File: src/rtl/stim_pattern_gen.sv
// Stimulus source: emits a burst of `length` N-bit words (count, LFSR, walking-one
// or alternating pattern) over a valid/ready stream, with backpressure and abort.
module stim_pattern_gen #(
    parameter int            N     = 8,
    parameter int            LEN_W = 8,
    parameter logic [N-1:0]  SEED  = 'h01,
    parameter logic [N-1:0]  TAPS  = 'hB8
) (
    input  logic             clk,
    input  logic             reset,
    input  logic             start,
    input  logic [1:0]       mode,
    input  logic [LEN_W-1:0] length,
    input  logic             abort,
    input  logic             ready,
    output logic [N-1:0]     data_out,
    output logic             valid,
    output logic             busy,
    output logic             done
);

    typedef enum logic [1:0] {S_IDLE, S_RUN, S_DONE} state_e;
    typedef enum logic [1:0] {M_COUNT, M_LFSR, M_WALK, M_ALT} mode_e;

    // An all-zero LFSR state would lock up, so a zero seed is promoted to 1.
    localparam logic [N-1:0] SEED_EFF = (SEED == '0) ? N'(1) : SEED;

    function automatic logic [N-1:0] alt_init();
        logic [N-1:0] w;
        for (int i = 0; i < N; i++) begin
            w[i] = (i % 2 == 0);
        end
        return w;
    endfunction

    localparam logic [N-1:0] ALT0 = alt_init();

    function automatic logic [N-1:0] first_word(input mode_e m);
        case (m)
            M_COUNT: return '0;
            M_LFSR:  return SEED_EFF;
            M_WALK:  return N'(1);
            default: return ALT0;
        endcase
    endfunction

    function automatic logic [N-1:0] next_word(input mode_e m, input logic [N-1:0] w);
        case (m)
            M_COUNT: return w + N'(1);
            M_LFSR:  return (w >> 1) ^ (w[0] ? TAPS : '0);
            M_WALK:  return {w[N-2:0], w[N-1]};
            default: return ~w;
        endcase
    endfunction

    state_e           state;
    mode_e            mode_q;
    logic [LEN_W-1:0] count;

    // NOTE: every register here, including the latched mode and count, is cleared
    // by the synchronous reset, and all state updates use non-blocking assignments
    // so that each register samples the pre-edge value of the others.
    always_ff @(posedge clk) begin
        if (!reset) begin
            state    <= S_IDLE;
            mode_q   <= M_COUNT;
            count    <= '0;
            data_out <= '0;
            valid    <= 1'b0;
            busy     <= 1'b0;
            done     <= 1'b0;
        end else begin
            case (state)
                S_IDLE: begin
                    done <= 1'b0;
                    if (start) begin
                        if (length != '0) begin
                            mode_q   <= mode_e'(mode);
                            count    <= length;
                            data_out <= first_word(mode_e'(mode));
                            valid    <= 1'b1;
                            busy     <= 1'b1;
                            state    <= S_RUN;
                        end else begin
                            done  <= 1'b1;
                            state <= S_DONE;
                        end
                    end
                end
                S_RUN: begin
                    // Abort wins over an accept on the same cycle; the beat is dropped.
                    if (abort) begin
                        valid <= 1'b0;
                        busy  <= 1'b0;
                        state <= S_IDLE;
                    end else if (ready) begin
                        count <= count - LEN_W'(1);
                        if (count == LEN_W'(1)) begin
                            valid <= 1'b0;
                            busy  <= 1'b0;
                            done  <= 1'b1;
                            state <= S_DONE;
                        end else begin
                            data_out <= next_word(mode_q, data_out);
                        end
                    end
                end
                default: begin
                    done  <= 1'b0;
                    state <= S_IDLE;
                end
            endcase
        end
    end

endmodule

File: config.mk
export PLATFORM = sky130hd
export DESIGN_NAME = stim_pattern_gen
export DESIGN_NICKNAME = d
export VERILOG_FILES = /design/src/rtl/stim_pattern_gen.sv
export SDC_FILE = /design/constraint.sdc
export NUM_CORES = 1
export LEC_CHECK = 0
export CELL_PAD_IN_SITES_DETAIL_PLACEMENT = 0
export CELL_PAD_IN_SITES_GLOBAL_PLACEMENT = 1
export CORE_UTILIZATION = 41
export CTS_BUF_LIST = sky130_fd_sc_hd__clkbuf_16
export CTS_CLUSTER_DIAMETER = 30
export DETAILED_ROUTE_END_ITERATION = 8
export PLACE_DENSITY_LB_ADDON = 0.12
export SETUP_SLACK_MARGIN = 0.5
export SLEW_MARGIN = 10
export SYNTH_ARGS = -nofsm -noshare
export SYNTH_HDL_FRONTEND = slang
export SYNTH_SLANG_ARGS = --single-unit
File: constraint.sdc
create_clock -name clk -period 2.8 [get_ports clk]
set_input_delay 0.56 -clock clk [delete_from_list [all_inputs] [get_ports clk]]
set_output_delay 0.56 -clock clk [all_outputs]
set_load 0.01 [all_outputs]
### Word level (Yosys, flattened, before mapping)

Cells that the tools add are included.

| word-level totals | value |
|---|---|
| input port bits | 15 |
| ROM bits | 0 |
| word-level logic and storage cells | 68 |
| bits in latches | 0 |
| memories kept | 0 |
| RAM bits | 0 |
| output and inout bits | 11 |
| flip-flop bits (word level) | 22 |

| cells by class | value |
|---|---|
| multipliers | 0 |
| bitwise logic cells | 2 |
| reduce and logical (&&, ||, !) cells | 12 |
| shift-type cells | 0 |
| eq/ne operators | 14 |
| magnitude comparators | 0 |
| muxes and demuxes | 32 |
| divide/modulo/power cells | 0 |
| add/sub/neg operators | 2 |

Operators with widths:

| cell | number |
|---|---|
| 8-bit two-way mux | 10 |
| 8-bit case mux with 2 select lines | 2 |
| 8-bit case mux with 3 select lines | 1 |
| 7-bit case mux with 2 select lines | 1 |
| 2-bit != test, second input constant | 6 |
| 1-bit two-way mux | 10 |
| 2-bit two-way mux | 5 |
| 5-bit AND reduction | 2 |
| 3-bit AND reduction | 3 |
| 8-bit by 1-bit adder with 8-bit output, second input constant | 1 |
| 8-bit by 1-bit == test with 1-bit output, second input constant | 1 |
| 8-bit inverter | 1 |
| 8-bit nonzero test | 1 |
| 8-bit by 1-bit subtractor with 8-bit output, second input constant | 1 |
| 7-bit by 8-bit XOR with 8-bit output | 1 |
| 2-bit by 1-bit == test with 1-bit output, second input constant | 3 |
| 2-bit zero test | 3 |
| 3-bit != test, second input constant | 2 |
| 6-bit AND reduction | 1 |
| 2-bit == test, second input constant | 2 |
| 1-bit case mux with 2 select lines | 2 |
| 2-bit case mux with 2 select lines | 1 |
| 2-bit nonzero test | 1 |
| 2-bit OR reduction | 1 |

### Logic depth before layout (Yosys ltp)

| logic depth | value |
|---|---|
| word-level depth | 7 |
| mapped depth | 7 |
| gate-level depth less buffers | 7 |

### Worst setup path before layout

No wires, ideal clock.

| timing | value |
|---|---|
| path type | input port to flip-flop |
| start | in length[2] |
| end | reg count[3] |
| library setup time | 115 ps |
| arrival | 1836 ps |
| stages on the path | 5 |
| data required time | 2685 ps |
| buffers on the path | 0 |
| setup slack | 849 ps |
| cells stage by stage | or4_1 o211a_1 nor2_4 nor2_1 o21a_1 |

| on the way | value |
|---|---|
| cells in the longest elaborated chain, start to end | 3 |

RTL lines:

| element | RTL line | RTL |
|---|---|---|
| start: declaration | 13 | `input logic [LEN_W-1:0] length,` |
| 8-bit nonzero test | 77 | `if (length != '0) begin` |
| 2-bit != test (no source line) | n/a |  |
| 5-bit AND reduction (no source line) | n/a |  |
| end signal: assignment | 79 | `count <= length;` |
| end signal: assignment | 97 | `count <= count - LEN_W'(1);` |
| end: declaration | 58 | `logic [LEN_W-1:0] count;` |

No other way between the ends.
A chain may end at the register's enable or synchronous reset.

### Worst setup path in the final report

| timing | value |
|---|---|
| start | in length[2] |
| end | reg count[0] |

The elaborated chain is that of the path after synthesis.

==> impl_metrics.tcl <==
set metrics [dict create \
    wl_met2_um 1870 \
    syn_inst 210 \
    synth.distinct_cells 51 \
    setup_tns_ps 0 \
    p_seq_frac 0.417 \
    ys_ff_latch 22 \
    dr_wl_met3_um 193 \
    vias 1618 \
    intPower_w 0.0006404 \
    min_period_ps 2238 \
    status "completed" \
    power_switching_w 0.0002809 \
    power_leakage_nw 0.6874 \
    post-route-util 0.5292 \
    drt-initial-drc-count 144 \
    first_global_vias 1431 \
    syn_area_mm2 0.001584 \
    dr.pass1.iters 4 \
    synthFlopType "dfxtp_1" \
    multi_input_area_mm2 0.001089 \
    drtAntennaViolNets 0 \
    grt_max_degree 31 \
    drive_gt1_frac 0.07965 \
    antenna_found_initial 0 \
    n_antenna_cell 0 \
    r2r_cells 5 \
    drt-total-wl_um 4183 \
    cts_tree "done" \
    reg2reg_to "data_out[6]$_SDFFE_PN0P_" \
    regArea_um2 440.4 \
    power_switching_share 0.3049 \
    min_period_over_period 0.7994 \
    reg2reg_slack_ps 840 \
    start_kind "primary input" \
    portBuffers 25 \
    nets 246 \
    arrival_ps 2380 \
    hp-class "flop to flop" \
    clk_latency_ps 250 \
    numClockSinks 22 \
    cp-end-kind "flop" \
    cts_inserted_buffers 3 \
    path_max_fanout 8 \
    tightest_slew_ps 878.3 \
    seq_area_frac_synth 0.2780 \
    grtUsageTotal 0.2125 \
    fmax_mhz 446.8 \
    powerDensity_mw_per_mm2 472.0 \
    rows 22 \
    cp.required_ps 2940 \
    ys_async_sr_fraction 0 \
    setup_violations 0 \
    final_hold_viol_count 0 \
    initial_core_util 0.4294 \
    finalClockSkew_ps 1.640 \
    cp-startpoint "length[2]" \
    die_w_um 64.16 \
    crit_end "count[0]$_SDFFE_PN0P_" \
    dr.max_layer_used "met4" \
    drv_cap 0 \
    peakVddDrop_mv 0.3473 \
    dpl.hpwl_um 2951 \
    rr_startpoint "count[5]$_SDFFE_PN0P_" \
    gp_congestion 0.7915 \
    fp.dieH_um 64.16 \
    avgRoutedWirePerCell_um 15.27 \
    htree_levels 1 \
    met1_length_um 2100 \
    final_max_slew_viol_count 0 \
    viasPerCell 5.905 \
    core_area_mm2 0.003689 \
    syn_nets 228 \
    maxSlewHeadroom 0.4137 \
    synth_area_per_cell_um2 7.543 \
    pwr-share-comb 0.264 \
    cts-root-buf "clkbuf_16" \
    die_area_mm2 0.004116 \
    grt_first_pass_wirelength_um 6872 \
    pin_count 26 \
    clkTransAtPathRegs_ps 60 \
    grt-ovfl-total 0 \
    drc 0 \
    cts_buffer_depth 2 \
    yosys_warnings 0 \
    synth_edf_count 0 \
    fill_cells 381 \
    critical_path_class "primary input to flop" \
    rsz0062_at_grt "no" \
    p_clk_frac 0.319 \
    syn_to_final_growth_pct 23.22 \
]
[how the worst min path moves through the flow]
stage                                     start                     to  slack (ps)  depth (start not counted)
final                     count[6]$_SDFFE_PN0P_  count[6]$_SDFFE_PN0P_         480                          2
after global routing      count[6]$_SDFFE_PN0P_  count[6]$_SDFFE_PN0P_         490                          2
after CTS                 count[6]$_SDFFE_PN0P_  count[6]$_SDFFE_PN0P_         470                          2
after detailed placement  count[6]$_SDFFE_PN0P_  count[6]$_SDFFE_PN0P_         460                          2
after global placement    count[6]$_SDFFE_PN0P_  count[6]$_SDFFE_PN0P_         460                          2
after floorplan           count[6]$_SDFFE_PN0P_  count[6]$_SDFFE_PN0P_         440                          2
[power by group through the flow]
stage | clock, W | combinational [W] | sequential, W
2_1_floorplan | 0 | 0.000174 | 0.000368
3_3_place_gp | 0 | 0.000233 | 0.000388
3_5_place_dp | 0 | 0.000236 | 0.000390
4_1_cts | 0.000304 | 0.000238 | 0.000383
5_1_grt | 0.000317 | 0.000268 | 0.000389
6_report | 0.000294 | 0.000243 | 0.000384
[critical path, cell delays in order]
cell             delay, ps
clkdlybuf4s50_1        450
or4_4                  580
o211a_1                320
nor2_4                 210
o21ai_1                100
and3_1                 160
[layer usage]
metal,GRT usage,vias up
met5,0,-
met4,0.02778,0
li1,-,802
met2,0.3285,43
met1,0.3098,771
met3,0.04286,2
[state kept, by name (all words and copies together) (netlist names)]
register and flops:
busy 1, count 8, data_out 8, done 1, mode_q 2, state 2
[cells in the mapped netlist, types with 2 or more instances]
library cell | number | area share
nand2_1 | 34 | 0.081
dfxtp_1 | 22 | 0.28
nor2_1 | 14 | 0.033
a21oi_1 | 13 | 0.041
clkbuf_1 | 13 | 0.031
o21ai_0 | 11 | 0.035
a21boi_1 | 8 | 0.038
inv_1 | 6 | 0.014
nand3_1 | 6 | 0.019
nor2b_1 | 5 | 0.020
o21ai_1 | 5 | 0.016
a211oi_1 | 4 | 0.019
nor3_1 | 4 | 0.013
or4_1 | 4 | 0.019
a31oi_1 | 3 | 0.012
and2_1 | 3 | 0.012
ha_1 | 3 | 0.024
o211ai_1 | 3 | 0.014
o21a_1 | 3 | 0.014
xnor2_1 | 3 | 0.017
xor2_1 | 3 | 0.017
a211o_1 | 2 | 0.011
a2bb2oi_1 | 2 | 0.011
and3_1 | 2 | 0.0079
mux2i_1 | 2 | 0.013
nand2b_1 | 2 | 0.0079
nand4_1 | 2 | 0.0079
nor3b_1 | 2 | 0.0095
o211a_1 | 2 | 0.013
o311ai_1 | 2 | 0.011
o31ai_1 | 2 | 0.0095
[logic make-up after synthesis]
family	count (synthesis)	synth area share
and+or+nand+nor	87	0.2938
AOI/OAI and AO/OA	70	0.3089
DFF	22	0.2780
buffers and inverters	20	0.04977
xor gates and xnor gates	6	0.03318
adders and majority gates	3	0.02370
muxes	2	0.01264
[cell usage in the layout (no fill, tap or decap), types with 2 or more instances in the layout]
cell / instances
nand3_1: 6
nand2b_1: 2
xor2_1: 3
a211oi_1: 4
dfxtp_1: 22
mux2i_1: 2
clkbuf_16: 3
or4_1: 2
nand4_1: 2
o21ai_1: 5
nor2_1: 14
and3_1: 2
nand2_1: 33
o211ai_1: 3
xnor2_1: 3
a21boi_1: 8
o211a_1: 2
a2bb2oi_1: 2
and2_1: 3
nor3b_1: 2
a21oi_1: 13
o21a_1: 3
a31oi_1: 3
o21ai_0: 11
or4_4: 3
o311ai_1: 2
inv_1: 6
a211o_1: 2
o31ai_1: 2
nor3_1: 4
ha_1: 3
nor2b_1: 5
buf_4: 2
clkdlybuf4s50_1: 25
[through the flow]
step / hold slack, ps / power (W) / worst slack, ps / cell area, um2 / instances
4_1_cts: 473.1 / 0.0009248 / 502.9 / 1931 / 274
3_3_place_gp: 457.3 / 0.0006217 / 291.2 / 1853 / 271
5_1_grt: 491.6 / 0.0009742 / 506.8 / 1952 / 274
6_report: 475.1 / 0.0009213 / 561.7 / 1952 / 274
3_5_place_dp: 463.2 / 0.0006257 / 200.5 / 1853 / 271
2_1_floorplan: 441.9 / 0.0005419 / 849.2 / 1584 / 210
[final cells by class]
cell class                      instances  share of cell area
Clock buffer                            3             0.03846
Tap cell                               48             0.03077
Multi-Input combinational cell        168              0.5577
Sequential cell                        22              0.2256
Timing Repair Buffer                   27              0.1359
Inverter                                6             0.01154
[what timing repair did]
action	CTS	global route
setup buffers	0	0
pin swaps	0	1
endpoints found under the setup margin	2	11
hold buffers	0	0
resized for setup	1	4
No activity file was read; power rests on OpenSTA's default activity.
